[src/rtl/bcd_countdown_timer.sv]
`default_nettype none
// ============================================================================
// Module   : bcd_countdown_timer
// Brief    : Loadable multi-digit BCD down-counter with run/pause/expire FSM.
// Revision : 1.0 - initial release
// ============================================================================
module bcd_countdown_timer #(
  parameter int DIGITS = 2
) (
  input  logic                clk,
  input  logic                rst,
  input  logic                load,
  input  logic [4*DIGITS-1:0] preset,
  input  logic                start,
  input  logic                pause,
  input  logic                tick,
  output logic [4*DIGITS-1:0] count,
  output logic                zero,
  output logic                done,
  output logic                busy,
  output logic                err
);

  localparam logic [1:0] c_ST_IDLE    = 2'd0;
  localparam logic [1:0] c_ST_RUN     = 2'd1;
  localparam logic [1:0] c_ST_PAUSED  = 2'd2;
  localparam logic [1:0] c_ST_EXPIRED = 2'd3;

  logic [1:0]          r_state;
  logic [1:0]          w_state_nxt;
  logic [4*DIGITS-1:0] r_count;
  logic [4*DIGITS-1:0] w_count_nxt;
  logic [4*DIGITS-1:0] w_count_dec;
  logic                r_done;
  logic                w_done_nxt;
  logic                r_err;
  logic                w_err_nxt;
  logic [DIGITS-1:0]   w_borrow;
  logic [DIGITS-1:0]   w_digit_ok;
  logic                w_preset_ok;
  logic                w_count_zero;
  logic                w_dec_zero;

  // Per-digit mod-10 decrement; borrow ripples upward through zero digits.
  assign w_borrow[0] = 1'b1;

  for (genvar i = 0; i < DIGITS; i++) begin : g_digit
    logic [3:0] w_dig;
    logic       w_dig_zero;

    assign w_dig         = r_count[4*i +: 4];
    assign w_dig_zero    = (w_dig == 4'd0);
    assign w_digit_ok[i] = (preset[4*i +: 4] <= 4'd9);
    assign w_count_dec[4*i +: 4] = !w_borrow[i] ? w_dig :
                                   (w_dig_zero ? 4'd9 : w_dig - 4'd1);

    if (i < DIGITS - 1) begin : g_borrow
      assign w_borrow[i+1] = w_borrow[i] & w_dig_zero;
    end
  end

  assign w_preset_ok  = &w_digit_ok;
  assign w_count_zero = (r_count == '0);
  assign w_dec_zero   = (w_count_dec == '0);

  always_ff @(posedge clk or negedge rst) begin
    if (!rst) begin
      r_state <= c_ST_IDLE;
      r_count <= '0;
      r_done  <= 1'b0;
      r_err   <= 1'b0;
    end else begin
      r_state <= w_state_nxt;
      r_count <= w_count_nxt;
      r_done  <= w_done_nxt;
      r_err   <= w_err_nxt;
    end
  end

  // Any load request, valid or not, consumes the edge.
  always_comb begin
    w_state_nxt = r_state;
    w_count_nxt = r_count;
    w_done_nxt  = 1'b0;
    w_err_nxt   = r_err;
    if (load) begin
      if (w_preset_ok) begin
        w_count_nxt = preset;
        w_state_nxt = c_ST_IDLE;
        w_err_nxt   = 1'b0;
      end else begin
        w_err_nxt   = 1'b1;
      end
    end else if (start && (r_state == c_ST_IDLE || r_state == c_ST_PAUSED)) begin
      if (w_count_zero) begin
        w_state_nxt = c_ST_EXPIRED;
        w_done_nxt  = 1'b1;
      end else begin
        w_state_nxt = c_ST_RUN;
      end
    end else if (pause && r_state == c_ST_RUN) begin
      w_state_nxt = c_ST_PAUSED;
    end else if (tick && r_state == c_ST_RUN && !w_count_zero) begin
      w_count_nxt = w_count_dec;
      if (w_dec_zero) begin
        w_state_nxt = c_ST_EXPIRED;
        w_done_nxt  = 1'b1;
      end
    end
  end

  always_comb begin
    busy  = (r_state == c_ST_RUN) || (r_state == c_ST_PAUSED);
    count = r_count;
    zero  = w_count_zero;
    done  = r_done;
    err   = r_err;
  end

endmodule
`default_nettype wire

[config.mk]
export PLATFORM = sky130hd
export DESIGN_NAME = bcd_countdown_timer
export DESIGN_NICKNAME = d
export VERILOG_FILES = /design/src/rtl/bcd_countdown_timer.sv
export SDC_FILE = /design/constraint.sdc
export NUM_CORES = 1
export LEC_CHECK = 0
export CORE_MARGIN = 3
export CORE_UTILIZATION = 44
export CTS_BUF_LIST = sky130_fd_sc_hd__clkbuf_8
export CTS_CLUSTER_DIAMETER = 80
export DETAILED_ROUTE_END_ITERATION = 10
export GPL_TIMING_DRIVEN = 0
export PLACE_DENSITY_LB_ADDON = 0.1
export SLEW_MARGIN = 20
export SYNTH_ARGS = -nofsm -noshare
export SYNTH_HDL_FRONTEND = slang
export SYNTH_SLANG_ARGS = --single-unit
export TNS_END_PERCENT = 100
[constraint.sdc]
create_clock -name clk -period 2.2 [get_ports clk]
set_input_delay 0.44 -clock clk [delete_from_list [all_inputs] [get_ports clk]]
set_output_delay 0.44 -clock clk [all_outputs]
set_load 0.01 [all_outputs]
==> results.json, run 1 <==
{
  "status": "finished, final reports clean",
  "whs_ns": 0.513,
  "r2r_setup_slack_ns": 0.23,
  "grt_pass1_wl_um": 3750,
  "cp_max_fo": 7,
  "core-area_mm2": 0.00159,
  "multiInputGateArea_um2": 500,
  "syn_area_um2": 791,
  "grtUsageTotal": 0.199,
  "setup_ws_ns": 0.177,
  "wl_um": 2190,
  "dp.final_hpwl_um": 1580,
  "rsz0062_at_grt": "false",
  "syn_avg_cell_area_um2": 8.69,
  "min_period_ns": 2.02,
  "antenna_cells": 0,
  "io_pins": 26,
  "grt_overflow": 0,
  "synth_cells": 91,
  "n_fill_cell": 120,
  "hp-start": "err$_DFFE_PN0P_",
  "drc": 0,
  "clkSinkCount": 12,
  "power.total_mw": 0.981,
  "p_sw_mw": 0.366,
  "ff_latch_area_um2": 303,
  "grt_pass1_vias": 818,
  "max-vdd-ir-drop_mv": 0.566,
  "setup_viol": 0,
  "hold_end": "err$_DFFE_PN0P_",
  "worst_path_largest_cell_delay_ns": 0.43,
  "wire_per_inst_um": 15.2,
  "worst_path_max_delay_cell": "clkdlybuf4s50_1",
  "leakage_nw": 0.456,
  "p_seq_frac": 0.377,
  "r2r-start": "count[6]$_DFFE_PN0P_",
  "cap_violations": 0,
  "gp_congestion": 0.887,
  "start_util": 0.496,
  "fin_crit_sh": 0.919,
  "final_cell_mix": "24 x clkdlybuf4s50_1, 11 x nand2_1, 10 x dfrtp_1",
  "fin_cells": 144,
  "slew_viol_final": 0,
  "synth_warnings": 0,
  "p_int_mw": 0.616,
  "hold_path_class": "flop to flop",
  "p_sw_frac": 0.373,
  "ys_seq_area_frac": 0.380,
  "die_w_um": 48.4,
  "rr_worst_depth": 4,
  "clkPwrFrac": 0.198,
  "grt_max_degree": 13,
  "synthToLayoutAreaGrowth_pct": 46.4,
  "final_common_cell": "clkdlybuf4s50_1",
  "clkTransAtPathRegs_ns": 0.05,
  "synth_cell_types": 35,
  "dp_cells": 140,
  "hold_buffers": 0,
  "fin_skew_ns": 0.000918,
  "clock.fmax_mhz": 494,
  "place_ws_ns": -0.144,
  "pwr-share-comb": 0.425,
  "hold_viol_final": 0,
  "crit_chain": "clkdlybuf4s50_1 > o21ai_0 > nand3_1 > and3_1 > a221o_1",
  "timing.critical_path.to_type": "flop",
  "numCtsBuffers": 3,
  "clk_latency_ns": 0.24,
  "cts_tree": "done",
  "hold_depth": 2,
  "nets": 139,
  "cp.arrival_ns": 2.14,
  "ant_nets": 0,
  "start_kind": "input port",
  "initialDrtViolationCount": 39,
  "slew_headroom": 0.629,
  "ctsRootBufferMaster": "clkbuf_8",
  "required_ns": 2.32,
  "vias": 867,
  "die_h_um": 48.4,
  "critPathKind": "input port to flop",
  "rows": 14,
  "cts_buffer_depth": 2,
  "firstDrtPassIters": 4,
  "io_buffers": 25,
  "die-area_mm2": 0.00234,
  "drive_gt1_frac": 0.108,
  "worstMarginPinSlew_ns": 0.555,
  "via_per_inst": 6.02,
  "synth_nets": 108,
  "power_density_mw_per_mm2": 848,
  "antenna_found_initial": 0,
  "crit-reg2reg-capture": "r_state[0]$_DFFE_PN0P_",
  "synth-seq-cells": 12,
  "utilization": 0.726,
  "cts_max_level": 1
}
-- power by group through the flow --
stage	Sequential (mW)	Clock (mW)	Combinational, mW
floorplan	0.350	0	0.216
global placement	0.348	0	0.391
detailed placement	0.350	0	0.402
CTS	0.367	0.203	0.413
global route	0.382	0.215	0.463
finish	0.370	0.194	0.417
-- state kept, by name, summed over array words and instances, names as in the netlist --
name     cells
count        8
done         1
err          1
r_state      2
-- worst max-delay path by stage --
| stage | start | to | slack, ns | cells after the start |
|---|---|---|---|---|
| 2_1_floorplan | count[1]$_DFFE_PN0P_ | count[7]$_DFFE_PN0P_ | 0.38 | 4 |
| 3_3_place_gp | count[6]$_DFFE_PN0P_ | zero | -0.18 | 4 |
| 3_5_place_dp | count[6]$_DFFE_PN0P_ | zero | -0.14 | 4 |
| 4_1_cts | tick | count[4]$_DFFE_PN0P_ | 0.13 | 5 |
| 5_1_grt | count[6]$_DFFE_PN0P_ | r_state[0]$_DFFE_PN0P_ | 0.10 | 4 |
| 6_report | preset[2] | count[4]$_DFFE_PN0P_ | 0.18 | 5 |
-- Yosys cell counts, drive strengths merged --
master,number,share of area
a21oi,3,0.019
nand4b,1,0.011
nand2,11,0.052
a22oi,1,0.0095
nor2,7,0.033
o22ai,2,0.016
inv,5,0.024
a32oi,1,0.011
o21ai,5,0.036
ha,3,0.047
nor3,2,0.013
o22a,2,0.022
o211ai,2,0.019
mux2i,2,0.025
o311ai,1,0.011
dfrtp,12,0.38
a21boi,1,0.0095
a2111oi,1,0.011
o31ai,2,0.019
a41oi,1,0.011
o21a,1,0.0095
o31a,1,0.011
nor4bb,1,0.013
a221o,1,0.013
nand2b,1,0.0079
nand3,7,0.044
nor4,5,0.040
clkbuf,2,0.0095
o221a,1,0.014
o21bai,1,0.0095
and3,2,0.016
or4,3,0.033
-- timing repair --
action / CTS / global route
gates resized for setup: 8 / 1
pin swaps: 1 / 0
endpoints found under the setup margin: 1 / 1
setup buffers: 1 / 0
-- worst max-delay path: cells and delay by family --
family | cells | cell delay [ns]
and+or+nand+nor | 2 | 0.62
buffers and inverters | 1 | 0.43
AOI/OAI and AO/OA | 2 | 0.65
-- per-stage QoR --
stage / area (µm²) / setup TNS (ns)
2_1_floorplan: 791 / 0
4_1_cts: 1150 / 0
3_5_place_dp: 1070 / -0.298
3_3_place_gp: 1070 / -0.341
6_report: 1160 / 0
5_1_grt: 1160 / 0
-- metal layers --
| layer | up-vias | routed length [µm] | GRT usage |
|---|---|---|---|
| li1 | 412 | - | - |
| met1 | 416 | 957 | 0.246 |
| met2 | 33 | 1080 | 0.349 |
| met3 | 6 | 131 | 0.0583 |
| met4 | 0 | 23 | 0.0284 |
| met5 | - | 0 | 0 |
-- cells by family (layout without fill, tap and decap cells) --
family,count (synthesis),in the layout,share of synthesized area
simple gates,40,40,0.263
compound gates,27,27,0.252
flops,12,12,0.380
buf+inv,7,36,0.0332
fa+ha+maj,3,3,0.0475
mux,2,2,0.0253
-- cell type report --
class,count,area share
multi-input cells,72,0.432
well taps,24,0.0259
clock buffers,3,0.0357
flip-flops and latches,12,0.262
repair buffers,26,0.222
plain buffers,2,0.00649
inverters,5,0.0162
Note: power is estimated with default switching activity, not from simulation.
==> inputs of run 2 (changes only) <==
--- a/config.mk
+++ b/config.mk
@@ -12,6 +12,7 @@
 export DETAILED_ROUTE_END_ITERATION = 10
 export GPL_TIMING_DRIVEN = 0
 export PLACE_DENSITY_LB_ADDON = 0.1
+export RECOVER_POWER = 50
 export SLEW_MARGIN = 20
 export SYNTH_ARGS = -nofsm -noshare
 export SYNTH_HDL_FRONTEND = slang
==> run 2 against run 1 <==
Hold slack got worse by 0.0063 ns. Flip-flop and latch count unchanged. Maximum frequency about the same. Via count increased by 0.58%.
==> results.json, run 2 (synthesized netlist as in run 1, its figures left out) <==
{
  "status": "finished, final reports clean",
  "postLayoutCellArea_mm2": 0.00116,
  "setup_viol": 0,
  "via_per_inst": 6.06,
  "initialDrtViolationCount": 39,
  "synthToLayoutAreaGrowth_pct": 46.2,
  "grt_overflow": 0,
  "clock.fmax_mhz": 494,
  "max-vdd-ir-drop_mv": 0.566,
  "drive_gt1_frac": 0.100,
  "wl_um": 2180,
  "fin_crit_sh": 0.920,
  "core-area_mm2": 0.00159,
  "firstDrtPassIters": 5,
  "io_pins": 26,
  "crit_buf_inv": 1,
  "dp.final_hpwl_um": 1580,
  "worst_path_max_delay_cell": "clkdlybuf4s50_1",
  "hold_path_class": "flop to flop",
  "leakage_nw": 0.461,
  "cap_violations": 0,
  "worst_path_largest_cell_delay_ns": 0.43,
  "final_cell_mix": "18 x clkdlybuf4s50_1, 11 x nand2_1, 11 x dfrtp_1",
  "cts_buffer_depth": 2,
  "required_ns": 2.32,
  "die_w_um": 48.4,
  "n_fill_cell": 121,
  "die-area_mm2": 0.00234,
  "ctsRootBufferMaster": "clkbuf_8",
  "power_density_mw_per_mm2": 841,
  "place_area_mm2": 0.00107,
  "io_buffers": 25,
  "drc": 0,
  "rows": 14,
  "grtUsageTotal": 0.199,
  "start_kind": "input port",
  "timing.critical_path.to_type": "flop",
  "rsz0062_at_grt": "false",
  "clkTransAtPathRegs_ns": 0.05,
  "hold_viol_final": 0,
  "antenna_found_initial": 0,
  "ant_nets": 0,
  "antenna_cells": 0,
  "worstMarginPinSlew_ns": 0.559,
  "grt_pass1_vias": 818,
  "critPathKind": "input port to flop",
  "slew_viol_final": 0,
  "clk_latency_ns": 0.24,
  "cp.arrival_ns": 2.14,
  "die_h_um": 48.4,
  "slew_headroom": 0.626,
  "final_common_cell": "clkdlybuf4s50_1",
  "wire_per_inst_um": 15.2,
  "cts_max_level": 1,
  "nets": 139,
  "gp_congestion": 0.887,
  "cp_max_fo": 7,
  "vias": 872,
  "numCtsBuffers": 3,
  "cts_tree": "done",
  "crit_chain": "clkdlybuf4s50_1 > o21ai_0 > nand3_1 > and3_1 > a221o_1",
  "clkSinkCount": 12,
  "fin_skew_ns": 0.000880,
  "grt_pass1_wl_um": 3750,
  "largest_register_ffs": 8,
  "cpLargestDelayFamily": "compound AO/OA/AOI/OAI gates",
  "power.total_mw": 0.972,
  "start_util": 0.496,
  "grt_max_degree": 13,
  "min_period_ns": 2.02
}
[run 2: cell types whose count changed in the layout (fill, tap and decap cells not counted)]
| cell | delta |
|---|---|
| dfrtp_1 | +1 |
| dfrtp_2 | -1 |
| clkdlybuf4s50_1 | -6 |
| dlygate4sd3_1 | +6 |
[run 2: final cells by class]
cell class	instances	area, µm²	share of cell area
tap	24	30.0	0.0260
sequential	12	302	0.261
inverter	5	18.8	0.0162
buffer	2	7.51	0.00649
clock buffer	3	41.3	0.0357
multi-input combinational	72	500	0.433
timing repair buffer	26	256	0.222
[run 2: power breakdown]
part	internal [mW]	switching, mW	leakage (nW)	total [mW]
clock network	0.120	0.0736	0.0216	0.194
logic	0.216	0.195	0.296	0.410
registers	0.273	0.0955	0.144	0.368
[run 2: layer usage]
layer  vias to the layer above  global-route usage  part of all wire
li1                        413                   -                 -
met1                       411               0.246              0.43
met2                        42               0.349              0.49
met3                         6              0.0583             0.069
met4                         0              0.0284             0.012
met5                         -                   0                 0
[run 2: through the flow]
stage / setup WS, ns / setup TNS, ns / cells / hold WS [ns] / util
global route: 0.0877 / 0 / 144 / 0.566 / 0.725
floorplan: 0.376 / 0 / 91 / 0.144 / -
finish: 0.177 / 0 / 144 / 0.506 / 0.725
CTS: 0.133 / 0 / 144 / 0.527 / 0.722
global placement: -0.180 / -0.341 / 140 / 0.483 / 0.672
detailed placement: -0.144 / -0.298 / 140 / 0.511 / 0.672
[run 2: final timing paths]
| path | start | to | slack (ns) | cells after the start |
|---|---|---|---|---|
| worst min register to register | err$_DFFE_PN0P_ | err$_DFFE_PN0P_ | 0.51 | 2 |
| max in group asynchronous | rst | count[0]$_DFFE_PN0P_ | 1.16 | 1 |
| min in group asynchronous | rst | r_state[1]$_DFFE_PN0P_ | 0.64 | 1 |
| worst max-delay path | preset[2] | count[4]$_DFFE_PN0P_ | 0.18 | 5 |
| worst max register to register | count[6]$_DFFE_PN0P_ | r_state[0]$_DFFE_PN0P_ | 0.23 | 4 |
| worst min-delay path | err$_DFFE_PN0P_ | err$_DFFE_PN0P_ | 0.51 | 2 |
[run 2: worst min-delay path: cells and delay by family (launching register included)]
kind,cells,cell delay [ns]
DFF,1,0.34
and+or+nand+nor,2,0.12
[run 2: timing repair]
| action | in CTS | in global routing |
|---|---|---|
| hold buffers | 0 | 0 |
| cloned | 0 | 0 |
| buffers inserted | 1 | 0 |
| resized for setup | 8 | 1 |
| setup endpoints to repair | 1 | 1 |
| pin swaps | 1 | 0 |
==> inputs of run 3 (changes only) <==
--- a/config.mk
+++ b/config.mk
@@ -6,11 +6,10 @@
 export NUM_CORES = 1
 export LEC_CHECK = 0
 export CORE_MARGIN = 3
-export CORE_UTILIZATION = 44
+export CORE_UTILIZATION = 42
 export CTS_BUF_LIST = sky130_fd_sc_hd__clkbuf_8
 export CTS_CLUSTER_DIAMETER = 80
 export DETAILED_ROUTE_END_ITERATION = 10
-export GPL_TIMING_DRIVEN = 0
 export PLACE_DENSITY_LB_ADDON = 0.1
 export RECOVER_POWER = 50
 export SLEW_MARGIN = 20
==> constraint.sdc (replaced) <==
create_clock -name clk -period 1.7 [get_ports clk]
set_input_delay 0.34 -clock clk [delete_from_list [all_inputs] [get_ports clk]]
set_output_delay 0.34 -clock clk [all_outputs]
set_load 0.01 [all_outputs]
==> run 3 against run 2 <==
The flow now finishes with violations (setup timing). Via count increased by 48%. Power rose by 97%. Hold slack improved by 0.056 ns. Combinational power grew to 2.8 times the previous value. Global-route usage is 7.1 points higher. Cell area increased by 44%. Register-to-register slack worse by 0.54 ns. Worst setup slack lost 0.49 ns. Sequential share of layout area fell by 7.9 points. First-iteration DRC count grew to 3.8 times the previous value. Count of clock-buffer cells in the layout up 1. Clock power up 65%. Critical path type is now flop to flop. Largest power group unchanged.
==> results.json, run 3 (synthesized netlist as in run 1, its figures left out) <==
{
  "rows": 15,
  "hold_viol_final": 0,
  "grt_max_degree": 14,
  "p_seq_frac": 0.232,
  "clkPwrFrac": 0.168,
  "die_w_um": 49.4,
  "largest_register_ffs": 8,
  "crit_chain": "buf_6 > or4_4 > nor4_4 > o22ai_1 > a22oi_1",
  "hold_depth": 2,
  "leakage_nw": 0.719,
  "crit-reg2reg-capture": "r_state[0]$_DFFE_PN0P_",
  "io_buffers": 25,
  "core-area_mm2": 0.00175,
  "cts_max_level": 1,
  "worst_path_largest_cell_delay_ns": 0.54,
  "worstMarginPinSlew_ns": 0.740,
  "firstDrtPassIters": 6,
  "setup_ws_ns": -0.314,
  "antenna_found_initial": 0,
  "r2r-start": "count[6]$_DFFE_PN0P_",
  "antenna_cells": 0,
  "nets": 179,
  "dp_cells": 173,
  "wl_um": 4760,
  "cap_violations": 0,
  "pwr-share-comb": 0.600,
  "fin_crit_sh": 1.18,
  "timing.critical_path.to_type": "flop",
  "cts_tree": "done",
  "violations": "setup timing",
  "min_period_ns": 2.01,
  "fin_cells": 186,
  "slew_headroom": 0.507,
  "vias": 1291,
  "ctsRootBufferMaster": "clkbuf_8",
  "p_sw_frac": 0.412,
  "io_pins": 26,
  "clk_latency_ns": 0.25,
  "final_cell_mix": "36 x buf_4, 16 x clkdlybuf4s50_1, 10 x nand2_1, 10 x dfrtp_1, 7 x nor2_1",
  "n_fill_cell": 42,
  "setup_viol": 13,
  "gp_congestion": 0.935,
  "clock.fmax_mhz": 496,
  "critPathLaunch": "count[6]$_DFFE_PN0P_",
  "power_density_mw_per_mm2": 1150,
  "wire_per_inst_um": 25.6,
  "required_ns": 1.84,
  "grtUsageTotal": 0.270,
  "cp.arrival_ns": 2.16,
  "fin_skew_ns": 0.00568,
  "rsz0062_at_grt": "true",
  "ff_latch_area_um2": 303,
  "worst_path_max_delay_cell": "or4_4",
  "max-vdd-ir-drop_mv": 0.970,
  "dp.final_hpwl_um": 2100,
  "r2r_setup_slack_ns": -0.31,
  "cp_max_fo": 7,
  "p_int_mw": 1.13,
  "utilization": 0.953,
  "status": "complete, but fails checks",
  "clkSinkCount": 12,
  "hold_path_class": "flop to flop",
  "ant_nets": 0,
  "grt_pass1_wl_um": 5070,
  "drc": 0,
  "slew_viol_final": 0,
  "rr_worst_depth": 5,
  "multiInputGateArea_um2": 661,
  "drive_gt1_frac": 0.466,
  "start_util": 0.453,
  "synthToLayoutAreaGrowth_pct": 110,
  "grt_pass1_vias": 1041,
  "die-area_mm2": 0.00244,
  "cts_buffer_depth": 2,
  "grt_overflow": 0,
  "endpoint": "r_state[0]$_DFFE_PN0P_",
  "die_h_um": 49.4,
  "critPathKind": "flop to flop",
  "initialDrtViolationCount": 150,
  "numCtsBuffers": 3,
  "start_kind": "flop",
  "final_common_cell": "buf_4",
  "via_per_inst": 6.94,
  "clkTransAtPathRegs_ns": 0.06,
  "p_sw_mw": 0.790,
  "whs_ns": 0.562
}
run 3: worst max-delay path: cells and delay by family, from the launching register on:
family	cells	cell delay (ns)
DFF	1	0.42
buffers and inverters	1	0.16
and+or+nand+nor	2	0.93
AOI/OAI and AO/OA	2	0.39
run 3: what timing repair did:
item,CTS,global route
setup buffers,1,8
setup endpoints to repair,10,16
hold buffers,0,0
gates resized for setup,19,33
pin swaps,2,16
run 3: final cells by class:
class,instances,share of cell area
tap,25,0.0188
sequential,12,0.182
clock buffer,4,0.0331
multi-input combinational,72,0.397
inverter,5,0.0113
timing repair buffer,68,0.358
run 3: metrics by stage:
| step | power [mW] | instance area (µm²) | setup WS [ns] | setup TNS (ns) |
|---|---|---|---|---|
| floorplan | 0.740 | 805 | -0.109 | -0.109 |
| global placement | 1.17 | 1330 | -0.250 | -2.04 |
| global route | 1.99 | 1660 | -0.371 | -2.98 |
| CTS | 1.58 | 1460 | -0.158 | -0.515 |
| detailed placement | 1.20 | 1330 | -0.270 | -2.16 |
| finish | 1.92 | 1660 | -0.314 | -2.26 |
run 3: how the worst min path moves through the flow:
stage / from / to
after floorplan: rst / count[0]$_DFFE_PN0P_
after global placement: err$_DFFE_PN0P_ / err$_DFFE_PN0P_
after CTS: rst / count[7]$_DFFE_PN0P_
after detailed placement: err$_DFFE_PN0P_ / err$_DFFE_PN0P_
after global routing: err$_DFFE_PN0P_ / err$_DFFE_PN0P_
final: err$_DFFE_PN0P_ / err$_DFFE_PN0P_
run 3: routing by layer:
layer	up-vias	track usage	wire length, µm	share of wire
li1	495	-	-	-
met1	597	0.333	1660	0.35
met2	142	0.496	2190	0.46
met3	57	0.0306	506	0.11
met4	0	0.0599	413	0.087
met5	-	0	0	0
run 3: power by group through the flow:
stage          Sequential (mW)  Clock (mW)  Combinational [mW]
6_report                 0.445       0.321                1.15
5_1_grt                  0.451       0.340                1.20
4_1_cts                  0.427       0.319               0.829
3_5_place_dp             0.411           0               0.792
3_3_place_gp             0.406           0               0.765
2_1_floorplan            0.456           0               0.283
